**config.mk**
```make
export PLATFORM = sky130hd
export DESIGN_NAME = sm3_msg_sndr
export DESIGN_NICKNAME = d
export VERILOG_FILES = /design/src/rtl/sm3_pkg.sv /design/src/rtl/sm3_beat_reg.sv /design/src/rtl/sm3_msg_sndr.sv
export SDC_FILE = /design/constraint.sdc
export NUM_CORES = 1
export LEC_CHECK = 0
export CAP_MARGIN = 20
export CORE_ASPECT_RATIO = 0.8
export CORE_MARGIN = 4
export CORE_UTILIZATION = 45
export DETAILED_ROUTE_END_ITERATION = 8
export GPL_ROUTABILITY_DRIVEN = 0
export PLACE_DENSITY = 0.78
export SYNTH_ARGS = -nofsm -noshare
export SYNTH_HDL_FRONTEND = slang
export SYNTH_SLANG_ARGS = --single-unit
```
**constraint.sdc**
```tcl
create_clock -name clk -period 3 [get_ports clk]
set_input_delay 0.3 -clock clk [delete_from_list [all_inputs] [get_ports clk]]
set_output_delay 0.3 -clock clk [all_outputs]
set_load 0.05 [all_outputs]
```
**src/rtl/sm3_pkg.sv**
```systemverilog
`default_nettype none
// ============================================================================
// Module      : sm3_pkg
// Description : Shared SM3 configuration constants, message-sender FSM state
//               encoding and byte-lane helper functions.
// Revision    : 1.0 - initial release
// ============================================================================
package sm3_pkg;

  // Core SM3 configuration constants
  localparam int SM3_DIGEST_W = 256;
  localparam int SM3_BLOCK_W  = 512;
  localparam int SM3_ROUNDS   = 64;

  // Message sender FSM states
  typedef enum logic [1:0] {
    ST_IDLE = 2'd0,
    ST_SEND = 2'd1,
    ST_ZERO = 2'd2
  } sndr_state_t;

  // Bytes carried by one data word of width dw
  function automatic int bpw_of(input int dw);
    return dw / 8;
  endfunction

  // True when byte lane b (0 = MSB lane) is valid on a last beat with the
  // given tail; a tail of 0 means the last word is completely filled.
  function automatic logic tail_keep(input int b, input logic [2:0] tail);
    return (tail == 3'd0) || (b < int'(tail));
  endfunction

endpackage : sm3_pkg
`default_nettype wire

```
**src/rtl/sm3_beat_reg.sv**
```systemverilog
`default_nettype none
// ============================================================================
// Module      : sm3_beat_reg
// Description : Single-entry valid/ready pipeline register carrying a data
//               word, its byte-valid mask and a last flag.
// Revision    : 1.0 - initial release
// ============================================================================
module sm3_beat_reg #(
  parameter int DW = 32,
  parameter int MW = 4
) (
  input  logic          clk,
  input  logic          rst,
  input  logic          i_vld,
  input  logic [DW-1:0] i_d,
  input  logic [MW-1:0] i_mask,
  input  logic          i_lst,
  output logic          o_rdy,
  output logic          o_vld,
  output logic [DW-1:0] o_d,
  output logic [MW-1:0] o_mask,
  output logic          o_lst,
  input  logic          i_rdy
);

  logic          r_vld;
  logic [DW-1:0] r_d;
  logic [MW-1:0] r_mask;
  logic          r_lst;

  // Slot can take a new beat when empty or when the held beat leaves this cycle
  assign o_rdy = !r_vld || i_rdy;

  // Load a new beat when the slot frees up; payload is held while stalled
  always_ff @(posedge clk) begin
    if (rst) begin
      r_vld  <= 1'b0;
      r_d    <= '0;
      r_mask <= '0;
      r_lst  <= 1'b0;
    end else if (o_rdy) begin
      r_vld <= i_vld;
      if (i_vld) begin
        r_d    <= i_d;
        r_mask <= i_mask;
        r_lst  <= i_lst;
      end
    end
  end

  assign o_vld  = r_vld;
  assign o_d    = r_d;
  assign o_mask = r_mask;
  assign o_lst  = r_lst;

endmodule : sm3_beat_reg
`default_nettype wire

```
**src/rtl/sm3_msg_sndr.sv**
```systemverilog
`default_nettype none
// ============================================================================
// Module      : sm3_msg_sndr
// Description : Converts a byte-length descriptor plus a stream of source
//               words into masked, last-flagged beats for the SM3 core input.
// Revision    : 1.0 - initial release
// ============================================================================
module sm3_msg_sndr
  import sm3_pkg::*;
#(
  parameter int INPT_DW = 32,   // 32 or 64
  parameter int LEN_W   = 16
) (
  input  logic                 clk,
  input  logic                 rst,
  input  logic                 cmd_vld,
  input  logic [LEN_W-1:0]     cmd_len_byte,
  output logic                 cmd_rdy,
  input  logic [INPT_DW-1:0]   src_d,
  input  logic                 src_vld,
  output logic                 src_rdy,
  output logic [INPT_DW-1:0]   msg_inpt_d,
  output logic [INPT_DW/8-1:0] msg_inpt_vld_byte,
  output logic                 msg_inpt_vld,
  output logic                 msg_inpt_lst,
  input  logic                 msg_inpt_rdy,
  output logic                 busy,
  output logic                 msg_done
);

  localparam int BPW = bpw_of(INPT_DW);
  localparam int TW  = $clog2(BPW);

  sndr_state_t        r_state, w_state_nxt;
  logic [LEN_W-1:0]   r_rem;
  logic [TW-1:0]      r_tail;
  logic               r_done;

  logic               w_in_vld, w_in_rdy, w_in_lst;
  logic [INPT_DW-1:0] w_in_d, w_src_masked;
  logic [BPW-1:0]     w_in_mask, w_beat_mask;
  logic               w_cmd_rdy, w_src_rdy, w_cmd_acc, w_src_acc, w_last;
  logic [LEN_W-1:0]   w_nb;

  // Beat count is computed by shift-and-round-up so the maximum length cannot
  // overflow the LEN_W-bit counter.
  assign w_nb      = (cmd_len_byte >> TW) + LEN_W'(|cmd_len_byte[TW-1:0]);
  assign w_last    = (r_rem == LEN_W'(1));
  assign w_cmd_acc = cmd_vld && w_cmd_rdy;
  assign w_src_acc = src_vld && w_src_rdy;

  // Per-lane mask and data zeroing; only the last beat can be partial
  for (genvar gb = 0; gb < BPW; gb++) begin : g_byte
    assign w_beat_mask[BPW-1-gb] = !w_last || tail_keep(gb, 3'(r_tail));
    assign w_src_masked[INPT_DW-1-8*gb -: 8] =
      w_beat_mask[BPW-1-gb] ? src_d[INPT_DW-1-8*gb -: 8] : 8'h00;
  end

  // Next-state and handshake decode
  always_comb begin
    w_state_nxt = r_state;
    w_cmd_rdy   = 1'b0;
    w_src_rdy   = 1'b0;
    w_in_vld    = 1'b0;
    w_in_d      = '0;
    w_in_mask   = '0;
    w_in_lst    = 1'b0;
    case (r_state)
      ST_IDLE: begin
        w_cmd_rdy = !msg_inpt_vld;
        if (cmd_vld && !msg_inpt_vld) begin
          w_state_nxt = (cmd_len_byte == '0) ? ST_ZERO : ST_SEND;
        end
      end
      ST_SEND: begin
        w_src_rdy = w_in_rdy && (r_rem != '0);
        w_in_vld  = src_vld && w_src_rdy;
        w_in_d    = w_src_masked;
        w_in_mask = w_beat_mask;
        w_in_lst  = w_last;
        if (w_in_vld && w_last) begin
          w_state_nxt = ST_IDLE;
        end
      end
      ST_ZERO: begin
        w_in_vld = 1'b1;
        w_in_lst = 1'b1;
        if (w_in_rdy) begin
          w_state_nxt = ST_IDLE;
        end
      end
      default: w_state_nxt = ST_IDLE;
    endcase
  end

  // State, beat counter, tail and completion pulse
  always_ff @(posedge clk) begin
    if (rst) begin
      r_state <= ST_IDLE;
      r_rem   <= '0;
      r_tail  <= '0;
      r_done  <= 1'b0;
    end else begin
      r_state <= w_state_nxt;
      r_done  <= msg_inpt_vld && msg_inpt_rdy && msg_inpt_lst;
      if (w_cmd_acc) begin
        r_rem  <= w_nb;
        r_tail <= cmd_len_byte[TW-1:0];
      end else if (w_src_acc) begin
        r_rem <= r_rem - LEN_W'(1);
      end
    end
  end

  sm3_beat_reg #(
    .DW (INPT_DW),
    .MW (BPW)
  ) u_beat_reg (
    .clk    (clk),
    .rst    (rst),
    .i_vld  (w_in_vld),
    .i_d    (w_in_d),
    .i_mask (w_in_mask),
    .i_lst  (w_in_lst),
    .o_rdy  (w_in_rdy),
    .o_vld  (msg_inpt_vld),
    .o_d    (msg_inpt_d),
    .o_mask (msg_inpt_vld_byte),
    .o_lst  (msg_inpt_lst),
    .i_rdy  (msg_inpt_rdy)
  );

  assign cmd_rdy  = w_cmd_rdy;
  assign src_rdy  = w_src_rdy;
  assign busy     = (r_state != ST_IDLE) || msg_inpt_vld;
  assign msg_done = r_done;

endmodule : sm3_msg_sndr
`default_nettype wire
```
== Word-level counts from Yosys, hierarchy flattened ==
Index checks and enable logic that the tools add are counted.

* Shifts and indexed selects: 0
* Reduce and logical (&&, ||, !) cells: 28
* Bitwise operators: 0
* Divide/modulo/power cells: 0
* Mux-type cells: 17
* Multipliers: 0
* Order comparisons: 3
* $add $sub $neg: 2
* Eq/ne operators: 6

{| class="wikitable"
|+ Operators with widths
! kind !! number
|-
| 16-bit 2-to-1 mux || 2
|-
| 32-bit 2-to-1 mux || 1
|-
| 8-bit 2-to-1 mux || 4
|-
| 16-bit by 1-bit equality test with 1-bit output, second input constant || 1
|-
| 16-bit zero test || 1
|-
| 16-bit nonzero test || 1
|-
| 16-bit by 1-bit subtractor with 16-bit output, second input constant || 1
|-
| 14-bit by 1-bit adder with 15-bit output || 1
|-
| 1-bit logical OR || 9
|-
| 1-bit logical AND || 8
|-
| 2-bit 2-to-1 mux || 4
|-
| 2-bit inequality test, second input constant || 3
|-
| 2-bit one-hot mux with 3 select lines || 1
|-
| 2-bit zero test || 2
|-
| 1-bit by 2-bit < comparator with 1-bit output, first input constant || 2
|-
| 4-bit 2-to-1 mux || 1
|-
| 1-bit one-hot mux with 2 select lines || 2
|-
| 2-bit nonzero test || 2
|-
| 3-bit AND reduction || 1
|-
| 2-bit by 1-bit equality test with 1-bit output, second input constant || 1
|-
| 2-bit equality test, second input constant || 1
|-
| 1-bit zero test || 2
|-
| 2-bit < comparator, first input constant || 1
|-
| 1-bit 2-to-1 mux || 2
|-
| 2 further kinds || 2
|}

* Logic and storage cells: 64
* RAM bits: 0
* Memories kept: 0
* Flip-flop bits (word level): 59
* Bits in latches: 0
* Memory bits (read-only): 0

== Depth between registers and ports, before layout ==
* Word-level depth: 7
* Gate-level depth with buffers: 9
* Mapped depth without buffers: 8

== By module ==
A second synthesis with hierarchy kept.

* Cells, all modules: 412
* Area total of the unflattened synthesis: 3498.4 um2

{| class="wikitable"
|+ By module, submodules not included
! module !! cells an instance !! area an instance (um2) !! times used
|-
| sm3_msg_sndr || 240 || 1864.3 || 1
|-
| sm3_beat_reg || 172 || 1634.1 || 1
|}

== Worst setup path before layout ==
Ideal clock, no wire load.

* Kind: register to output
* From: register r_rem[0]
* To: output src_rdy
* Data arrival time: 1.890 ns
* Stages on the path, launching flop included: 7
* Buffers on the path: 1
* Path slack: 0.810 ns
* Data required time: 2.700 ns
* Cells stage by stage: dfxtp_1 > inv_1 > ha_1 > or4b_2 > nor4_4 > buf_6 > nor2_1

* Longest elaborated chain between the ends: 3

{| class="wikitable"
|+ Ends and longest elaborated chain
! item !! RTL line !! text
|-
| start: declaration || sm3_msg_sndr.sv:35 || <nowiki>logic [LEN_W-1:0] r_rem;</nowiki>
|-
| start signal: assignment || sm3_msg_sndr.sv:107 || <nowiki>r_rem <= w_nb;</nowiki>
|-
| start signal: assignment || sm3_msg_sndr.sv:110 || <nowiki>r_rem <= r_rem - LEN_W'(1);</nowiki>
|-
| 16-bit nonzero test || sm3_msg_sndr.sv:76 || <nowiki>w_src_rdy = w_in_rdy && (r_rem != '0);</nowiki>
|-
| 1-bit logical AND || sm3_msg_sndr.sv:76 ||
|-
| 1-bit 2-to-1 mux || sm3_msg_sndr.sv:68 || <nowiki>case (r_state)</nowiki>
|-
| end: declaration || sm3_msg_sndr.sv:21 || <nowiki>output logic src_rdy,</nowiki>
|}

Every way passes these cells.

== Worst setup path after layout ==
Same ends and word-level chain as after synthesis.

==> metrics.txt <==
reg-to-reg setup timing slack 0.48 ns; Reg2Reg Launch Point r_rem[0]; Hold Vio Cnt, Final 0; die area 0.00808 sq mm; fin area 0.00417 sq mm; GRT Util Overall 0.197; DP Worst Slack 0.355 ns; clock transition at the registers of the reported paths 0.07 ns; worst setup margin 0.288 ns; routed len/inst 14.4 um; dpl hpwl 5840 um; Setup Skew 0.0120 ns; initial antenna violation count 0; max cap viols 0; CP Max Fanout 15; Sequential Power Share 0.365; Synth area leaders dfxtp_1 39%, nand2_1 7.0%, nand3_1 6.3%; Post-synth top cells 59 x dfxtp_1, 56 x nand2_1, 38 x nand3_1; VDD IR max 0.442 mV; Critical Path End Type primary output; ant diodes 0; number of global-route vias before repair 2746; crit path kind flop to primary output; R2R cell count 8; Ys Warns 0; Clock Root Buffer clkbuf_8; Seq cells post-synth 59; Sw Share 0.373; Mean Syn Cell Area 8.19 sq um; max incr delay on CP 0.64 ns; layout cells sized above 1 0.0842; Initial Util 0.468; Final min period 2.71 ns; Critical Path AT 2.41 ns; first-pass iteration count of the detailed router 4; Num Clock Sinks 59; FF+latch area 0.00118 sq mm; Cells after Synth 368; IO Count 95; core footprint 0.00644 sq mm; Synth top area share 0.392; Most used DFF post-synth dfxtp_1; worst slew pin tran 1.01 ns; setup repair after global routing missed its margin false; sw power 951 uW; first-pass GRT wire length 12800 um; post-synthesis sequential area ratio 0.392; Critical Path RT 2.70 ns; cell mode on critical path buf_4; vias per cell 5.34; DR iter-0 viols 176; Max Slew Vio Count 0; routed via count 2923; die width 99.5 um; Total Nets Final 521; worst hold endpoint u_beat_reg.o_d[28]; Post-CTS Setup Bufs 0; Synthesized Nets 431; CTS tree done; post_cts resized 0; library cells used by synthesis 47; setup_tns 0 ns; largest net degree at the start of global routing 50; Hold-fix buffers, CTS 0; maximum clock insertion buffer count 2; Die H 81.2 um; grt ovf 0; clk_lat worst skew 0.34 ns; status finished, final reports clean; filler instances 545; WHS Path Cells 2; htree depth 3; ys async rst share 0; Clock Power Share 0.273; critical path, cell by cell inv_1 -> ha_1 -> or4b_2 -> nor4_4 -> buf_4 -> nor2_1 -> buf_4; Leak Pwr 1.44 nW; post-route ant nets 0; Cell Rows 26; cell-internal power 1.60 mW; crit path max-delay cell type or4b_2; most common cell in the netlist dfxtp_1; residual DRC count 0; Area after DPL 0.00398 sq mm; Slew HR 0.326; FMAX 369 MHz; CP Launch Type flop; RR Endpoint u_beat_reg.o_d[24]; HP Class flop to flop; Final Setup Violations 0; Power per Cell Area 611 mW/mm^2; Tcrit/Tclk final 0.904; Gate power share 0.363; Synth area leader dfxtp_1; Syn Std Cell Area 0.00302 sq mm; area of the multi-input gates 0.00166 sq mm; HP Start u_beat_reg.o_d[28]; number of synthesized flops with an enable pin 0; WL final 7890 um; Layout Area Growth over Synthesis 38.4%; Buffers on Ports 94; CTS buffer count 9
[power by group through the flow]
stage          clock (mW)  combinational, mW  sequential, mW
2_1_floorplan           0              0.616           0.983
3_3_place_gp            0              0.903           0.941
3_5_place_dp            0              0.918           0.944
4_1_cts             0.713              0.922           0.927
5_1_grt             0.752               1.01           0.939
6_report            0.696              0.924           0.930
[state kept, by name, summed over array words and instances, names as in the netlist]
signal,cells
u_beat_reg.o_d,32
r_rem,16
u_beat_reg.o_mask,4
r_state,2
r_tail,2
msg_done,1
u_beat_reg.o_lst,1
u_beat_reg.o_vld,1
[area by class of cell]
class,count,area share
flip-flops and latches,59,0.283
clock buffers,10,0.0306
well taps,84,0.0252
repair buffers,100,0.236
clock inverters,6,0.0159
multi-input cells,275,0.398
inverters,13,0.0117
[worst max-delay path by stage]
| stage | from | endpoint | depth (start not counted) | slack [ns] |
|---|---|---|---|---|
| 5_1_grt | r_rem[0] | src_rdy | 7 | 0.17 |
| 4_1_cts | r_rem[0] | src_rdy | 7 | 0.29 |
| 3_3_place_gp | msg_inpt_rdy | u_beat_reg.o_d[27] | 7 | 0.47 |
| 3_5_place_dp | msg_inpt_rdy | u_beat_reg.o_d[24] | 7 | 0.35 |
| 2_1_floorplan | r_rem[0] | src_rdy | 6 | 0.81 |
| 6_report | r_rem[0] | src_rdy | 7 | 0.29 |
[layer usage]
metal | up-vias | part of all wire | GRT usage | routed length [um]
met1 | 1332 | 0.47 | 0.262 | 3710
met3 | 10 | 0.071 | 0.0678 | 556
li1 | 1481 | - | - | -
met2 | 100 | 0.44 | 0.302 | 3480
met5 | - | 0 | 0 | 0
met4 | 0 | 0.018 | 0.0628 | 141
[critical path, delay by kind of cell (launching register included)]
kind                     cells  cell delay (ns)
flip-flops                   1             0.35
buffers and inverters        3             0.57
adder cells (fa/ha/maj)      1             0.20
AND/OR/NAND/NOR              3             0.95
[through the flow]
step                      hold WS (ns)  power, mW  cells   util
final                            0.453       2.55    547  0.648
after global routing             0.471       2.70    547  0.648
after CTS                        0.453       2.56    547  0.648
after detailed placement         0.443       1.86    531  0.618
after global placement           0.437       1.84    531  0.618
after floorplan                  0.430       1.60    368      -
[cell usage in the layout, fill, tap and decap left out, types with 3 or more instances in the layout]
cell             count
clkdlybuf4s50_1     93
dfxtp_1             59
nand2_1             56
nand3_1             38
o21ai_0             28
a21oi_1             24
xnor2_1             19
nor2_1              15
inv_1               12
nor4_1              10
ha_1                10
nor3_1               9
clkbuf_8             9
nand4_1              8
o21ai_1              8
buf_4                7
xor2_1               5
a211oi_1             5
or3_1                4
nand2b_1             3
clkinvlp_4           3
[cell families (layout without fill, tap and decap cells)]
| group | Yosys count | count (layout) | synth area share |
|---|---|---|---|
| simple gates | 163 | 163 | 0.284 |
| mux | 1 | 1 | 0.00332 |
| buf+inv | 34 | 129 | 0.0602 |
| fa+ha+maj | 10 | 10 | 0.0415 |
| xor+xnor | 24 | 24 | 0.0697 |
| flops | 59 | 59 | 0.392 |
| compound gates | 77 | 77 | 0.149 |
Note: power is estimated with default switching activity, not from simulation.
